<file path="src/rtl/lsu_pkg.sv">
// Shared types and constants for the AXI4-Lite load/store master.
package lsu_pkg;

  typedef enum logic [1:0] {
    ST_IDLE,
    ST_ADDR,
    ST_RESP,
    ST_DONE
  } lsu_state_e;

  localparam logic [2:0] F3_B  = 3'b000;
  localparam logic [2:0] F3_H  = 3'b001;
  localparam logic [2:0] F3_W  = 3'b010;
  localparam logic [2:0] F3_BU = 3'b100;
  localparam logic [2:0] F3_HU = 3'b101;

  localparam logic [1:0] RESP_OKAY   = 2'b00;
  localparam logic [1:0] RESP_SLVERR = 2'b10;

  // Stores only know B/H/W; loads additionally allow BU/HU.
  function automatic logic f3_illegal(input logic write, input logic [2:0] f3);
    if (write) return f3 > F3_W;
    return (f3 == 3'b011) || (f3[2:1] == 2'b11);
  endfunction

endpackage

</file>
<file path="src/rtl/lsu_lane_align.sv">
// Combinational byte-lane steering: store strobes/replication and load extraction/extension.
module lsu_lane_align
  import lsu_pkg::*;
(
  input  logic [2:0]  funct3,
  input  logic [1:0]  lane,
  input  logic [31:0] st_data,
  input  logic [31:0] ld_raw,
  output logic [3:0]  wstrb,
  output logic [31:0] wdata,
  output logic [31:0] ld_data
);

  logic [7:0]  ld_byte;
  logic [15:0] ld_half;

  always_comb begin
    wstrb = 4'b1111;
    wdata = st_data;
    case (funct3[1:0])
      2'b00: begin
        wstrb = 4'b0001 << lane;
        wdata = {4{st_data[7:0]}};
      end
      2'b01: begin
        wstrb = 4'b0011 << {lane[1], 1'b0};
        wdata = {2{st_data[15:0]}};
      end
      default: ;
    endcase
  end

  always_comb begin
    case (lane)
      2'd0:    ld_byte = ld_raw[7:0];
      2'd1:    ld_byte = ld_raw[15:8];
      2'd2:    ld_byte = ld_raw[23:16];
      default: ld_byte = ld_raw[31:24];
    endcase
    ld_half = lane[1] ? ld_raw[31:16] : ld_raw[15:0];
    case (funct3)
      F3_B:    ld_data = {{24{ld_byte[7]}}, ld_byte};
      F3_H:    ld_data = {{16{ld_half[15]}}, ld_half};
      F3_W:    ld_data = ld_raw;
      F3_BU:   ld_data = {24'd0, ld_byte};
      F3_HU:   ld_data = {16'd0, ld_half};
      default: ld_data = 32'd0;
    endcase
  end

endmodule

</file>
<file path="src/rtl/axi_lite_lsu_master.sv">
// Single-outstanding RV32 load/store unit bridging to AXI4-Lite.
// Define LSU_MISALIGN_TRAP_EN to report misaligned H/W accesses as errors instead of aligning them.
module axi_lite_lsu_master
  import lsu_pkg::*;
#(
  parameter int ADDR_W = 32
) (
  input  logic              clk,
  input  logic              rst,
  input  logic              req_valid,
  output logic              req_ready,
  input  logic              req_write,
  input  logic [2:0]        req_funct3,
  input  logic [ADDR_W-1:0] req_addr,
  input  logic [31:0]       req_wdata,
  output logic              rsp_valid,
  output logic [31:0]       rsp_rdata,
  output logic              rsp_err,
  output logic [ADDR_W-1:0] awaddr,
  output logic              awvalid,
  input  logic              awready,
  output logic [31:0]       wdata,
  output logic [3:0]        wstrb,
  output logic              wvalid,
  input  logic              wready,
  input  logic [1:0]        bresp,
  input  logic              bvalid,
  output logic              bready,
  output logic [ADDR_W-1:0] araddr,
  output logic              arvalid,
  input  logic              arready,
  input  logic [31:0]       rdata,
  input  logic [1:0]        rresp,
  input  logic              rvalid,
  output logic              rready
);

  lsu_state_e        state;
  logic              write_q;
  logic              err_q;
  logic [2:0]        f3_q;
  logic [ADDR_W-1:0] addr_q;
  logic [ADDR_W-1:0] req_addr_al;
  logic              req_mis;
  logic              acc_err;
  logic [2:0]        la_f3;
  logic [1:0]        la_lane;
  logic [3:0]        st_wstrb;
  logic [31:0]       st_wdata;
  logic [31:0]       ld_data;

`ifdef LSU_MISALIGN_TRAP_EN
  assign req_addr_al = req_addr;
  always_comb begin
    case (req_funct3[1:0])
      2'b01:   req_mis = req_addr[0];
      2'b10:   req_mis = (req_addr[1:0] != 2'b00);
      default: req_mis = 1'b0;
    endcase
  end
`else
  always_comb begin
    req_addr_al = req_addr;
    case (req_funct3[1:0])
      2'b01:   req_addr_al[0]   = 1'b0;
      2'b10:   req_addr_al[1:0] = 2'b00;
      default: ;
    endcase
  end
  assign req_mis = 1'b0;
`endif

  assign acc_err = f3_illegal(req_write, req_funct3) || req_mis;

  // Store lanes are resolved at acceptance, load lanes on the R beat.
  assign la_f3   = (state == ST_IDLE) ? req_funct3 : f3_q;
  assign la_lane = (state == ST_IDLE) ? req_addr_al[1:0] : addr_q[1:0];

  lsu_lane_align u_lane_align (
    .funct3  (la_f3),
    .lane    (la_lane),
    .st_data (req_wdata),
    .ld_raw  (rdata),
    .wstrb   (st_wstrb),
    .wdata   (st_wdata),
    .ld_data (ld_data)
  );

  assign awaddr = addr_q;
  assign araddr = addr_q;

  always_ff @(posedge clk or posedge rst) begin
    if (rst) begin
      state     <= ST_IDLE;
      req_ready <= 1'b0;
      write_q   <= 1'b0;
      err_q     <= 1'b0;
      f3_q      <= 3'd0;
      addr_q    <= '0;
      awvalid   <= 1'b0;
      wvalid    <= 1'b0;
      wdata     <= 32'd0;
      wstrb     <= 4'd0;
      bready    <= 1'b0;
      arvalid   <= 1'b0;
      rready    <= 1'b0;
      rsp_valid <= 1'b0;
      rsp_rdata <= 32'd0;
      rsp_err   <= 1'b0;
    end else begin
      rsp_valid <= 1'b0;
      case (state)
        ST_IDLE: begin
          req_ready <= 1'b1;
          if (req_valid && req_ready) begin
            req_ready <= 1'b0;
            write_q   <= req_write;
            f3_q      <= req_funct3;
            addr_q    <= req_addr_al;
            err_q     <= acc_err;
            wdata     <= st_wdata;
            wstrb     <= st_wstrb;
            if (!acc_err) begin
              if (req_write) begin
                awvalid <= 1'b1;
                wvalid  <= 1'b1;
              end else begin
                arvalid <= 1'b1;
              end
            end
            state <= ST_ADDR;
          end
        end
        ST_ADDR: begin
          if (err_q) begin
            rsp_valid <= 1'b1;
            rsp_err   <= 1'b1;
            rsp_rdata <= 32'd0;
            state     <= ST_DONE;
          end else if (write_q) begin
            if (awready) awvalid <= 1'b0;
            if (wready)  wvalid  <= 1'b0;
            if ((!awvalid || awready) && (!wvalid || wready)) begin
              bready <= 1'b1;
              state  <= ST_RESP;
            end
          end else if (arready) begin
            arvalid <= 1'b0;
            rready  <= 1'b1;
            state   <= ST_RESP;
          end
        end
        ST_RESP: begin
          if (write_q) begin
            if (bvalid) begin
              bready    <= 1'b0;
              rsp_valid <= 1'b1;
              rsp_err   <= (bresp & RESP_SLVERR) != RESP_OKAY;
              rsp_rdata <= 32'd0;
              state     <= ST_DONE;
            end
          end else if (rvalid) begin
            rready    <= 1'b0;
            rsp_valid <= 1'b1;
            rsp_err   <= (rresp & RESP_SLVERR) != RESP_OKAY;
            rsp_rdata <= ld_data;
            state     <= ST_DONE;
          end
        end
        default: begin
          req_ready <= 1'b1;
          state     <= ST_IDLE;
        end
      endcase
    end
  end

endmodule

</file>
<file path="config.mk">
export PLATFORM = sky130hd
export DESIGN_NAME = axi_lite_lsu_master
export DESIGN_NICKNAME = d
export VERILOG_FILES = /design/src/rtl/lsu_pkg.sv /design/src/rtl/lsu_lane_align.sv /design/src/rtl/axi_lite_lsu_master.sv
export SDC_FILE = /design/constraint.sdc
export NUM_CORES = 1
export LEC_CHECK = 0
export ABC_AREA = 1
export BUFFER_PORTS_ARGS = -buffer_cell sky130_fd_sc_hd__buf_4
export CORE_MARGIN = 3
export CORE_UTILIZATION = 46
export CTS_BUF_LIST = sky130_fd_sc_hd__clkbuf_8
export DETAILED_ROUTE_END_ITERATION = 7
export PLACE_DENSITY = 0.79
export SKIP_LAST_GASP = 1
export SYNTH_ARGS = -nofsm -noshare
export SYNTH_HDL_FRONTEND = slang
export SYNTH_SLANG_ARGS = --single-unit
</file>
<file path="constraint.sdc">
create_clock -name clk -period 3.85 [get_ports clk]
set_input_delay 0.77 -clock clk [delete_from_list [all_inputs] [get_ports clk]]
set_output_delay 0.77 -clock clk [all_outputs]
set_load 0.05 [all_outputs]
</file>
* Yosys cells after proc, flatten, opt, wreduce, memory -nomap -nowiden
Index checks and enable logic that the tools add are counted. Widths: inputs -> output; s select.
Storage, ports and cells: flip-flop bits (word level) 115, input bits 112, output and inout port bits 140, word-level logic and storage cells 143
Cells by class: $lt $le $gt $ge 1, eq/ne operators 33, shift operators 2, mux-type cells 68, reductions and logical operators 23
Operator list (count):
- $pmux 32 s5 | 1
- $mux 32 | 4
- $pmux 32 s2 | 2
- $mux 1 | 39
- $ne 2x2->1 const B | 15
- $pmux 8 s3 | 1
- $reduce_and 7->1 | 3
- $mux 2 | 9
- $mux 16 | 1
- $pmux 1 s2 | 8
- $reduce_and 6->1 | 2
- $eq 2x1->1 const B | 4
- $eq 2x2->1 const B | 4
- $ne 4x4->1 const B | 2
- $pmux 4 s2 | 1
- $eq 3x2->1 const B | 2
- $eq 3x3->1 const B | 2
- $logic_not 2->1 | 3
- $ne 3x3->1 const B | 2
- $pmux 2 s3 | 1
- $reduce_and 5->1 | 1
- $reduce_and 4->1 | 1
- $reduce_bool 2->1 | 2
- $reduce_or 2->1 | 2
- other kinds (11) | 15

* Depth between registers and ports, before layout
Gate-level depths: netlist (run 1).
depth after elaboration 10, depth in mapped cells 16, gate-level depth less buffers 14

* By module
Synthesis (run 1) repeated with hierarchy kept, for this count alone.
Unflattened totals: cells, all modules 881, area, all modules 6362.4 sq um
By module, submodules not included:
- axi_lite_lsu_master | times used 1, cells an instance 599, area each 5078.6 sq um, sequential area each 2877.8 sq um
- lsu_lane_align | times used 1, cells an instance 282, area each 1283.7 sq um, sequential area each 0.0 sq um

* Worst setup path before layout (run 1)
OpenSTA, ideal clock, no wires.
path kind in2reg, start point input port req_funct3[0], end point register rsp_rdata[12], setup time 0.118 ns, data arrival time 1.979 ns, data required time 3.732 ns, setup slack 1.753 ns, stages 12, path buffers 1, path through inv_1 -> ha_1 -> nand2_1 -> nand2_1 -> nand2_1 -> nand3_1 -> nand4_1 -> nand2_2 -> buf_6 -> nand2_1 -> nand2_1 -> nand2_1
On the way: cells in the longest elaborated chain, start to end 10, elaborated cells between the ends (all ways) 21, those cells by class eq/ne: 8; mux: 10; reduce/logical: 3
RTL lines:
- from (decl) | RTL line axi_lite_lsu_master.sv:13 | input logic [2:0] req_funct3,
- $eq 2x2->1 or $eq 2x1->1 (tied branches) | RTL line axi_lite_lsu_master.sv:64 | case (req_funct3[1:0])
- $reduce_or 2->1 (no line)
- $mux 1 | RTL line axi_lite_lsu_master.sv:64
- $mux 2 | RTL line axi_lite_lsu_master.sv:77 | assign la_lane = (state == ST_IDLE) ? req_addr_al[1:0] : addr_q[1:0];
- $eq 2x2->1 (tied with other cells) | RTL line lsu_lane_align.sv:34 | case (lane)
- $pmux 8 s3 | RTL line lsu_lane_align.sv:34
- $pmux 32 s5 * | RTL line lsu_lane_align.sv:41 | case (funct3)
- $mux 32 * | RTL line axi_lite_lsu_master.sv:162 | end else if (rvalid) begin
- $mux 32 * | RTL line axi_lite_lsu_master.sv:154 | if (write_q) begin
- $pmux 32 s2 * | RTL line axi_lite_lsu_master.sv:112 | case (state)
- to (signal assigned) | RTL line axi_lite_lsu_master.sv:166 | rsp_rdata <= ld_data;
- to (decl) | RTL line axi_lite_lsu_master.sv:17 | output logic [31:0] rsp_rdata,
Every way passes the cells marked *; elsewhere a longest branch is shown, timed or not. The select of a mux whose other input is x is not followed. A chain may end at the register's enable or synchronous reset.

* Final worst setup path (run 1)
start point register state[0], end point register rsp_rdata[7]
On the way: cells in the longest elaborated chain, start to end 8, elaborated cells between the ends (all ways) 24, those cells by class eq/ne: 11; mux: 8; reduce/logical: 5
RTL lines:
- from (decl) | RTL line axi_lite_lsu_master.sv:38 | lsu_state_e state;
- from (signal assigned) | RTL line axi_lite_lsu_master.sv:94 | state <= ST_IDLE;
- from (signal assigned) | RTL line axi_lite_lsu_master.sv:131 | state <= ST_ADDR;
- from (signal assigned) | RTL line axi_lite_lsu_master.sv:139 | state <= ST_DONE;
- $logic_not 2->1 | RTL line axi_lite_lsu_master.sv:76, axi_lite_lsu_master.sv:77
- $mux 2 | RTL line axi_lite_lsu_master.sv:77
- $eq 2x2->1 (tied with other cells) | RTL line lsu_lane_align.sv:34
- $pmux 8 s3 | RTL line lsu_lane_align.sv:34
- $pmux 32 s5 | RTL line lsu_lane_align.sv:41
- $mux 32 | RTL line axi_lite_lsu_master.sv:162
- $mux 32 | RTL line axi_lite_lsu_master.sv:154
- $pmux 32 s2 | RTL line axi_lite_lsu_master.sv:112
Parallel ways exist; a longest one is shown, timed or not. The select of a mux whose other input is x is not followed.

==> results.yml, run 1 <==
clock_network:
  clock_sinks: 115
  clk_pin_slew_ns: 0.07
  clk_path_buf_depth: 2
  clk-insertion-delay-late_ns: 0.44
  postCtsHoldBufs: 0
  h-tree-depth: 4
  cts_resized: 0
  tritoncts: "yes"
  cts_buffers: 17
  ctsRootBufferMaster: "clkbuf_8"
  postCtsSetupBuffers: 0
synthesis:
  synth_top_area_cell: "dfrtp_1"
  synth_top_area_share_pct: 45.44
  ys_async_sr_fraction_pct: 100.0
  synth_area_um2: 6334
  synth_most_common_cell: "nand2_1"
  synth_flop_cell: "dfrtp_1"
  post_synth_inst_count: 845
  syn_area_per_cell_um2: 7.495
  ys_seq_elements: 115
  ys_types: 33
  synth_enable_flop_cells: 0
  synthTopCellsByArea: "dfrtp_1, nand2_1, o21ai_0, buf_4, inv_1"
  yosysWarnings: 0
  syn_nets: 963
  synth_commonest_cells: "nand2_1, dfrtp_1, o21ai_0"
  seq_area_frac_synth_pct: 45.44
setup_path:
  critical_path_class: "flop to flop"
  worstReg2RegEnd: "rsp_rdata[7]"
  worstReg2RegStart: "state[0]"
  r2r_slack_ns: 0.64
  arrival_ns: 3.59
  worstSetupStartpointType: "flop"
  cp.required_ns: 4.23
  ff2ff_path_depth: 10
  crit_path_max_fanout: 32
  cp-end-kind: "flop"
route:
  wl_um: 18390
  num_vias: 6102
  remaining_drc_errors: 0
  via_per_inst: 4.925
  firstDrtPassIters: 5
  ant_nets: 0
  wl_per_cell_um: 14.84
  drt-initial-drc-count: 435
timing:
  fin_crit_sh_pct: 83.32
  post-route-min-period_ns: 3.208
  worstMarginPinSlew_ns: 1.222
  fin_setup_tns_ns: 0
  relSlewSlack_pct: 18.28
  rsz0062_at_grt: "no"
  timing.fmax_mhz: 311.7
  slew_viol_final: 0
  fin_skew_ns: 0.007122
  setup_viol: 0
  finalHoldViolCount: 0
run_status:
  status: "finished, final reports clean"
die:
  initial_utilization_pct: 47.45
  die_y_um: 123.3
  fp-row-count: 42
  pin_count: 252
  core-area_um2: 13350
  die_w_um: 123.3
  die_area_um2: 15210
finish:
  synthToLayoutAreaGrowth_pct: 32.66
  final_nets: 1168
  layout-drive-gt1-share_pct: 31.04
  fin_cells: 1239
  diodes: 0
placement:
  gp_congestion: 0.8320
  dp.cells: 1207
  io_buffers: 249
  dp_hpwl_um: 13070
grt:
  antenna_found_initial: 0
  grt_pass1_wl_um: 28100
  grt_pass1_vias: 5366
  grtUsageMet3_pct: 6.679
  grt_usage_pct: 24.05
  grt_start_max_net_pins: 85
  overflow: 0
  grtUsageMet1_pct: 30.45
  grt_busiest_layer: "met2"
  use_met2_pct: 38.97
flow_run:
  maxCapViolCount: 0
min_path:
  hp-class: "input port to asynchronous set/reset pin"
worst max-delay path, stage by stage (launching register included):
cell,delay (ns)
dfrtp_1,0.42
inv_1,0.10
ha_1,0.61
inv_2,0.28
nand2_4,0.13
nand2_4,0.09
inv_1,0.13
a21oi_1,0.12
nor3_4,0.93
o21ai_0,0.21
nand2_1,0.11
flip-flops by register name (all words and copies together) (netlist names):
signal	count
awvalid	1
bready	1
err_q	1
wstrb	4
arvalid	1
write_q	1
state	2
rready	1
rsp_valid	1
f3_q	3
rsp_err	1
wdata	32
rsp_rdata	32
araddr	32
req_ready	1
wvalid	1
cell type report:
type / instances / area [um^2]
clock buffer: 18 / 247.7
inverter: 55 / 214.0
fill: 1216 / 4946
clock inverter: 14 / 140.1
multi-input combinational: 608 / 2790
tap: 176 / 220.2
timing repair buffer: 253 / 1912
sequential: 115 / 2878
cells in the final DEF, fill, tap and decap left out, types with 5 or more instances in the layout:
cell      netlist  routed
dfrtp_1       115     115
nor2_1         14      14
a21boi_0        7       7
clkbuf_8        0      18
ha_1            6       6
a21boi_1        7       7
nand3_1        26      26
buf_4          34     252
nand2_4         6       6
inv_1          48      48
inv_2           5       5
nand2_1       419     419
nand2_2        18      18
o21ai_0        57      57
o21ai_1        14      14
a21oi_1        12      12
worst max path at each step:
stage | start | endpoint | depth (start not counted)
2_1_floorplan | rst | araddr[0] | 1
3_3_place_gp | state[0] | rsp_rdata[7] | 10
3_5_place_dp | state[0] | rsp_rdata[7] | 10
4_1_cts | state[0] | rsp_rdata[7] | 10
5_1_grt | state[0] | rsp_rdata[7] | 10
6_report | state[0] | rsp_rdata[7] | 10
metal layers:
metal	wire, um	vias to the layer above
li1	-	3009
met1	7328	2808
met2	8962	252
met3	1602	33
met4	495	0
met5	0	-
per-stage QoR:
step / util, % / setup slack, ns / hold WS (ns) / cell area (um^2)
after floorplan: - / 0.03594 / 0.4716 / 6334
after detailed placement: 60.04 / 0.6860 / 0.4605 / 8014
after CTS: 62.95 / 0.6630 / 0.3080 / 8402
after global placement: 60.04 / 0.7481 / 0.4574 / 8014
final: 62.95 / 0.6421 / 0.3193 / 8402
after global routing: 62.95 / 0.2380 / 0.3276 / 8402
cells by family (layout without fill, tap and decap cells):
| logic type | after synthesis | count (layout) | share of synthesized area, % |
|---|---|---|---|
| AOI/OAI and AO/OA | 104 | 104 | 9.324 |
| adders and majority gates | 6 | 6 | 1.185 |
| DFF | 115 | 115 | 45.44 |
| buffers and inverters | 122 | 340 | 10.51 |
| and+or+nand+nor | 498 | 498 | 33.54 |
Power of run 1 is not shown: default switching activity piles up to over one toggle a cycle in this logic, so the estimate is an artifact.
==> run 2, diff against run 1 <==
--- a/config.mk
+++ b/config.mk
@@ -8,10 +8,10 @@
 export ABC_AREA = 1
 export BUFFER_PORTS_ARGS = -buffer_cell sky130_fd_sc_hd__buf_4
 export CORE_MARGIN = 3
-export CORE_UTILIZATION = 46
+export CORE_UTILIZATION = 51
 export CTS_BUF_LIST = sky130_fd_sc_hd__clkbuf_8
 export DETAILED_ROUTE_END_ITERATION = 7
-export PLACE_DENSITY = 0.79
+export PLACE_DENSITY = 0.83
 export SKIP_LAST_GASP = 1
 export SYNTH_ARGS = -nofsm -noshare
 export SYNTH_HDL_FRONTEND = slang
==> constraint.sdc (replaced) <==
create_clock -name clk -period 3.1 [get_ports clk]
set_input_delay 0.62 -clock clk [delete_from_list [all_inputs] [get_ports clk]]
set_output_delay 0.62 -clock clk [all_outputs]
set_load 0.05 [all_outputs]
==> run 2 against run 1 <==
Die area down 9.3%; clock-buffer cell count up 3; critical path depth up 2; register-to-register slack about the same; design area up 1.2%; critical path type unchanged.
==> results.yml, run 2 (synthesis results as in run 1) <==
clock_network:
  clock_sinks: 115
  postCtsHoldBufs: 0
  ctsRootBufferMaster: "clkbuf_8"
  h-tree-depth: 4
  cts_buffers: 17
  postCtsSetupBuffers: 0
  clk-insertion-delay-late_ns: 0.43
  clk_path_buf_depth: 2
  cts_resized: 0
  clk_pin_slew_ns: 0.07
  tritoncts: "yes"
finish:
  seq_area_um2: 2878
  fill_cells: 1015
  final_common_cell: "nand2_1"
  utilization_pct: 70.49
  multi_input_area_um2: 2790
  diodes: 0
  finalInstanceArea_um2: 8502
  layout-drive-gt1-share_pct: 31.43
  final_nets: 1175
  synthToLayoutAreaGrowth_pct: 34.24
  mostFrequentLayoutCells: "nand2_1, buf_4, dfrtp_1"
die:
  die_y_um: 117.4
  core-area_um2: 12060
  die_w_um: 117.4
  fp-row-count: 40
  initial_utilization_pct: 52.51
  pin_count: 252
  die_area_um2: 13790
setup_path:
  crit_path_max_fanout: 27
  arrival_ns: 2.81
  ff2ff_path_depth: 12
  critical_path_class: "flop to flop"
  cp.required_ns: 3.45
  r2r_slack_ns: 0.64
  worstSetupStartpointType: "flop"
  cp-end-kind: "flop"
grt:
  antenna_found_initial: 0
  grt_usage_pct: 25.97
  overflow: 0
  grt_pass1_vias: 5804
  grt_start_max_net_pins: 63
  grt_pass1_wl_um: 29240
timing:
  fin_hold_ws_ns: 0.3772
  fin_skew_ns: 0.01493
  setup_viol: 0
  worstMarginPinSlew_ns: 0.8727
  fin_crit_sh_pct: 79.26
  rsz0062_at_grt: "no"
  finalHoldViolCount: 0
  timing.fmax_mhz: 407.0
  post-route-min-period_ns: 2.457
  fin_setup_tns_ns: 0
  relSlewSlack_pct: 41.70
  slew_viol_final: 0
route:
  drt-initial-drc-count: 362
  num_vias: 6107
  firstDrtPassIters: 5
  remaining_drc_errors: 0
  wl_um: 18030
  via_per_inst: 4.937
  ant_nets: 0
  wl_per_cell_um: 14.57
placement:
  io_buffers: 249
  gp_congestion: 0.8838
  placed_area_um2: 8058
  dp_hpwl_um: 13040
flow_run:
  maxCapViolCount: 0
pwr:
  p_per_area_nw_per_um2: 1365
  finalPower_mw: 11.60
  leakagePower_nw: 4.893
  peakVddDrop_mv: 1.091
min_path:
  hp-class: "input port to asynchronous set/reset pin"
run_status:
  status: "finished, final reports clean"
-- run 2: cell count changes in the layout (fill, tap and decap cells not counted), sizes merged --
cell      before  now
inv           56   55
buf          253  260
clkinv         7    4
bufinv         2    4
clkbuf        18   21
clkinvlp       4    2
-- run 2: stage by stage --
step | setup WS [ns] | instances
3_5_place_dp | 0.5389 | 1206
4_1_cts | 0.6397 | 1237
3_3_place_gp | 0.6292 | 1206
2_1_floorplan | 1.081 | 845
6_report | 0.6428 | 1237
5_1_grt | 0.4266 | 1237
-- run 2: worst paths after layout --
check / startpoint / endpoint
hold reg to reg: wdata[6] / wdata[6]
max in group asynchronous: rst / f3_q[1]
hold / removal: rst / rsp_rdata[13]
setup / recovery: state[0] / rsp_rdata[8]
setup reg to reg: state[0] / rsp_rdata[8]
min in group clk: req_addr[10] / araddr[10]
-- run 2: report_power, final --
part           internal [mW]  switching, mW
registers               2.16          0.426
clock network          0.953          0.603
logic                   2.08           5.38
total                   5.20           6.41
-- run 2: critical path: stages (launching register included) --
cell     delay, ns
dfrtp_1       0.40
inv_1         0.08
ha_1          0.27
buf_4         0.21
nand2_1       0.11
nand2_4       0.10
nor2_8        0.33
inv_1         0.13
nor2_1        0.14
nand2_2       0.31
nand2_1       0.17
nand2_1       0.07
nand2_1       0.07
-- run 2: final cells by class --
cell class              count  share of cell area, %
clock buffers              21                  3.400
clock inverters            10                  1.825
inverters                  55                  2.531
multi-input cells         608                  32.82
flip-flops and latches    115                  33.85
well taps                 168                  2.472
repair buffers            260                  23.11
-- run 2: metal layers --
metal | global-route usage [%] | wire length [um] | vias to the layer above | share of wire, %
li1 | - | - | 3025 | -
met1 | 31.52 | 7315 | 2800 | 41
met2 | 43.68 | 8843 | 242 | 49
met3 | 7.425 | 1314 | 40 | 7.3
met4 | 10.48 | 555 | 0 | 3.1
met5 | 0 | 0 | - | 0
Power figures use the tool's default switching activity.
==> run 3, diff against run 2 <==
--- a/config.mk
+++ b/config.mk
@@ -5,13 +5,13 @@
 export SDC_FILE = /design/constraint.sdc
 export NUM_CORES = 1
 export LEC_CHECK = 0
-export ABC_AREA = 1
+export ABC_AREA = 0
 export BUFFER_PORTS_ARGS = -buffer_cell sky130_fd_sc_hd__buf_4
 export CORE_MARGIN = 3
-export CORE_UTILIZATION = 51
+export CORE_UTILIZATION = 45
 export CTS_BUF_LIST = sky130_fd_sc_hd__clkbuf_8
 export DETAILED_ROUTE_END_ITERATION = 7
-export PLACE_DENSITY = 0.83
+export PLACE_DENSITY = 0.79
 export SKIP_LAST_GASP = 1
 export SYNTH_ARGS = -nofsm -noshare
 export SYNTH_HDL_FRONTEND = slang
==> constraint.sdc (replaced) <==
create_clock -name clk -period 2 [get_ports clk]
set_input_delay 0.4 -clock clk [delete_from_list [all_inputs] [get_ports clk]]
set_output_delay 0.4 -clock clk [all_outputs]
set_load 0.05 [all_outputs]
==> run 3 against run 2 <==
The flow now finishes with violations (setup timing); sequential share of layout area shrank 1.2 points; clock-buffer cell count grew 1; clock skew shrank 0.0058 ns; critical path depth shrank 4; highest routed layer unchanged.
==> results.yml, run 3 <==
run_status:
  violations: "setup timing"
  status: "complete, but fails checks"
setup_path:
  cp_slowest_cell: "dfrtp_1"
  cp-end-kind: "flop"
  path_delay_family: "compound AO/OA/AOI/OAI gates"
  crit_path_max_fanout: 8
  crit_buf_inv: 2
  setup.worst_path.start: "state[0]"
  worstSetupStartpointType: "flop"
  slowest_delay_ns: 0.39
  arrival_ns: 2.39
  path_cells: "inv_1 -> ha_4 -> buf_4 -> nand3b_2 -> nand3_1 -> a211oi_4 -> o21a_4 -> a221o_1"
  worstReg2RegStart: "state[0]"
  cp.required_ns: 2.31
  critical_path_class: "flop to flop"
finish:
  final_common_cell: "buf_4"
  diodes: 0
  final_nets: 1007
  fill_cells: 901
  fin_cells: 1070
  mostFrequentLayoutCells: "buf_4, nand2_1, dfrtp_1"
  synthToLayoutAreaGrowth_pct: 52.51
  layout-drive-gt1-share_pct: 44.24
flow_run:
  maxCapViolCount: 0
grt:
  overflow: 0
  grt_usage_pct: 25.64
  grt_pass1_vias: 5595
  grt_pass1_wl_um: 29130
  antenna_found_initial: 0
  grt_start_max_net_pins: 116
route:
  dr_wl_met3_um: 1722
  firstDrtPassIters: 5
  met2_length_um: 10190
  ant_nets: 0
  wl_met1_um: 7375
  via_per_inst: 5.397
  remaining_drc_errors: 0
  top_layer_used: "met4"
  wl_um: 19900
  num_vias: 5775
  wl_per_cell_um: 18.60
  drt-initial-drc-count: 449
die:
  core-area_um2: 12260
  die_w_um: 119.4
  initial_utilization_pct: 47.16
  fp-row-count: 40
  die_y_um: 119.4
  die_area_um2: 14250
  pin_count: 252
synthesis:
  synth_area_um2: 5783
  synth_top_area_cell: "dfrtp_1"
  synth_commonest_cells: "nand2_1, dfrtp_1, buf_4"
  post_synth_inst_count: 615
  synth_most_common_cell: "nand2_1"
  synth_enable_flop_cells: 0
  synthTopCellsByArea: "dfrtp_1, nand2_1, buf_4, mux2i_1, a221o_1"
  seq_area_frac_synth_pct: 49.76
  synth_flop_cell: "dfrtp_1"
  synth_top_area_share_pct: 49.76
  ys_types: 60
  ys_seq_elements: 115
  syn_area_per_cell_um2: 9.403
  yosysWarnings: 0
  ys_async_sr_fraction_pct: 100.0
  syn_nets: 733
placement:
  io_buffers: 249
  gp_congestion: 0.8616
  preCtsSetupSlack_ns: -0.2057
  dp.cells: 1009
  dp_hpwl_um: 13610
timing:
  fin_skew_ns: 0.009111
  relSlewSlack_pct: 53.79
  worstMarginPinSlew_ns: 0.6931
  setup_slack_ns: -0.08270
  slew_viol_final: 0
  post-route-min-period_ns: 2.083
  timing.fmax_mhz: 480.1
  finalHoldViolCount: 0
  rsz0062_at_grt: "yes"
  setup_viol: 31
  fin_crit_sh_pct: 104.1
clock_network:
  clock_sinks: 115
  clk_pin_slew_ns: 0.07
  cts_buffers: 17
  h-tree-depth: 4
  tritoncts: "yes"
  ctsRootBufferMaster: "clkbuf_8"
  clk_path_buf_depth: 2
  clk-insertion-delay-late_ns: 0.44
pwr:
  leakagePower_nw: 4.510
  p_per_area_nw_per_um2: 2184
  finalPower_mw: 19.26
  peakVddDrop_mv: 1.264
min_path:
  hp-class: "input port to asynchronous set/reset pin"
-- run 3: cell count changes after synthesis, sizes merged, moves of 16 or more --
cell and change:
mux2i +18, inv -37, a221o +16, nand2 -251, o21ai -46, a31oi +16, nand3 -21
-- run 3: what timing repair did --
action | in CTS | in global routing
endpoints found under the setup margin | 34 | 44
resized for setup | 15 | 42
pin swaps | 7 | 21
gates cloned | 2 | 3
setup buffers | 9 | 15
endpoints found under the hold margin | 0 | 0
hold buffers | 0 | 0
-- run 3: logic make-up (layout without fill, tap and decap cells) --
family | after synthesis | after routing | share of synthesized area, %
simple gates | 257 | 258 | 18.91
compound gates | 136 | 138 | 18.43
flops | 115 | 115 | 49.76
buf+inv | 81 | 365 | 8.092
mux | 20 | 20 | 3.505
fa+ha+maj | 6 | 6 | 1.298
-- run 3: metal layers --
metal	global-route usage [%]	vias to the layer above
li1	-	2642
met1	30.60	2757
met2	44.12	325
met3	6.410	51
met4	10.67	0
met5	0	-
-- run 3: worst register-to-register path, delay by kind of cell (launching register included) --
| kind | cells | cell delay [ns] |
|---|---|---|
| buffers and inverters | 2 | 0.27 |
| adders and majority gates | 1 | 0.20 |
| and+or+nand+nor | 2 | 0.40 |
| DFF | 1 | 0.39 |
| AOI/OAI and AO/OA | 3 | 0.70 |
-- run 3: metrics by stage --
step                area, um^2  hold WS (ns)  utilization [%]  setup TNS [ns]
floorplan                 5789        0.4606                -               0
global placement          7855        0.4617            64.06         -0.9518
detailed placement        7855        0.4746            64.06          -4.529
CTS                       8476        0.1215            69.12               0
global route              8820        0.1317            71.93          -3.183
finish                    8820       0.07772            71.93          -1.307
-- run 3: final cells by class --
cell class	count	area [um^2]	area share, %
Multi-Input combinational cell	422	2693	30.53
Tap cell	168	210.2	2.383
Sequential cell	115	2878	32.63
Inverter	18	71.32	0.8086
Timing Repair Buffer	315	2536	28.76
Clock buffer	22	302.8	3.433
Clock inverter	10	128.9	1.461
-- run 3: power breakdown --
group | internal (mW) | switching (mW) | total, mW
Combinational | 4.42 | 8.34 | 12.8
Clock | 1.39 | 0.924 | 2.31
Sequential | 3.38 | 0.802 | 4.18
Total | 9.19 | 10.1 | 19.3
-- run 3: path summary, 6_finish.rpt --
| check | cells after the start | slack (ns) | end |
|---|---|---|---|
| worst min-delay path | 3 | 0.08 | araddr[14] |
| max in group asynchronous | 3 | 1.33 | araddr[3] |
| worst max-delay path | 8 | -0.08 | rsp_rdata[25] |
| min in group clk | 2 | 0.15 | awvalid |
| worst max register to register | 8 | -0.08 | rsp_rdata[25] |
| worst min register to register | 2 | 0.49 | wdata[7] |
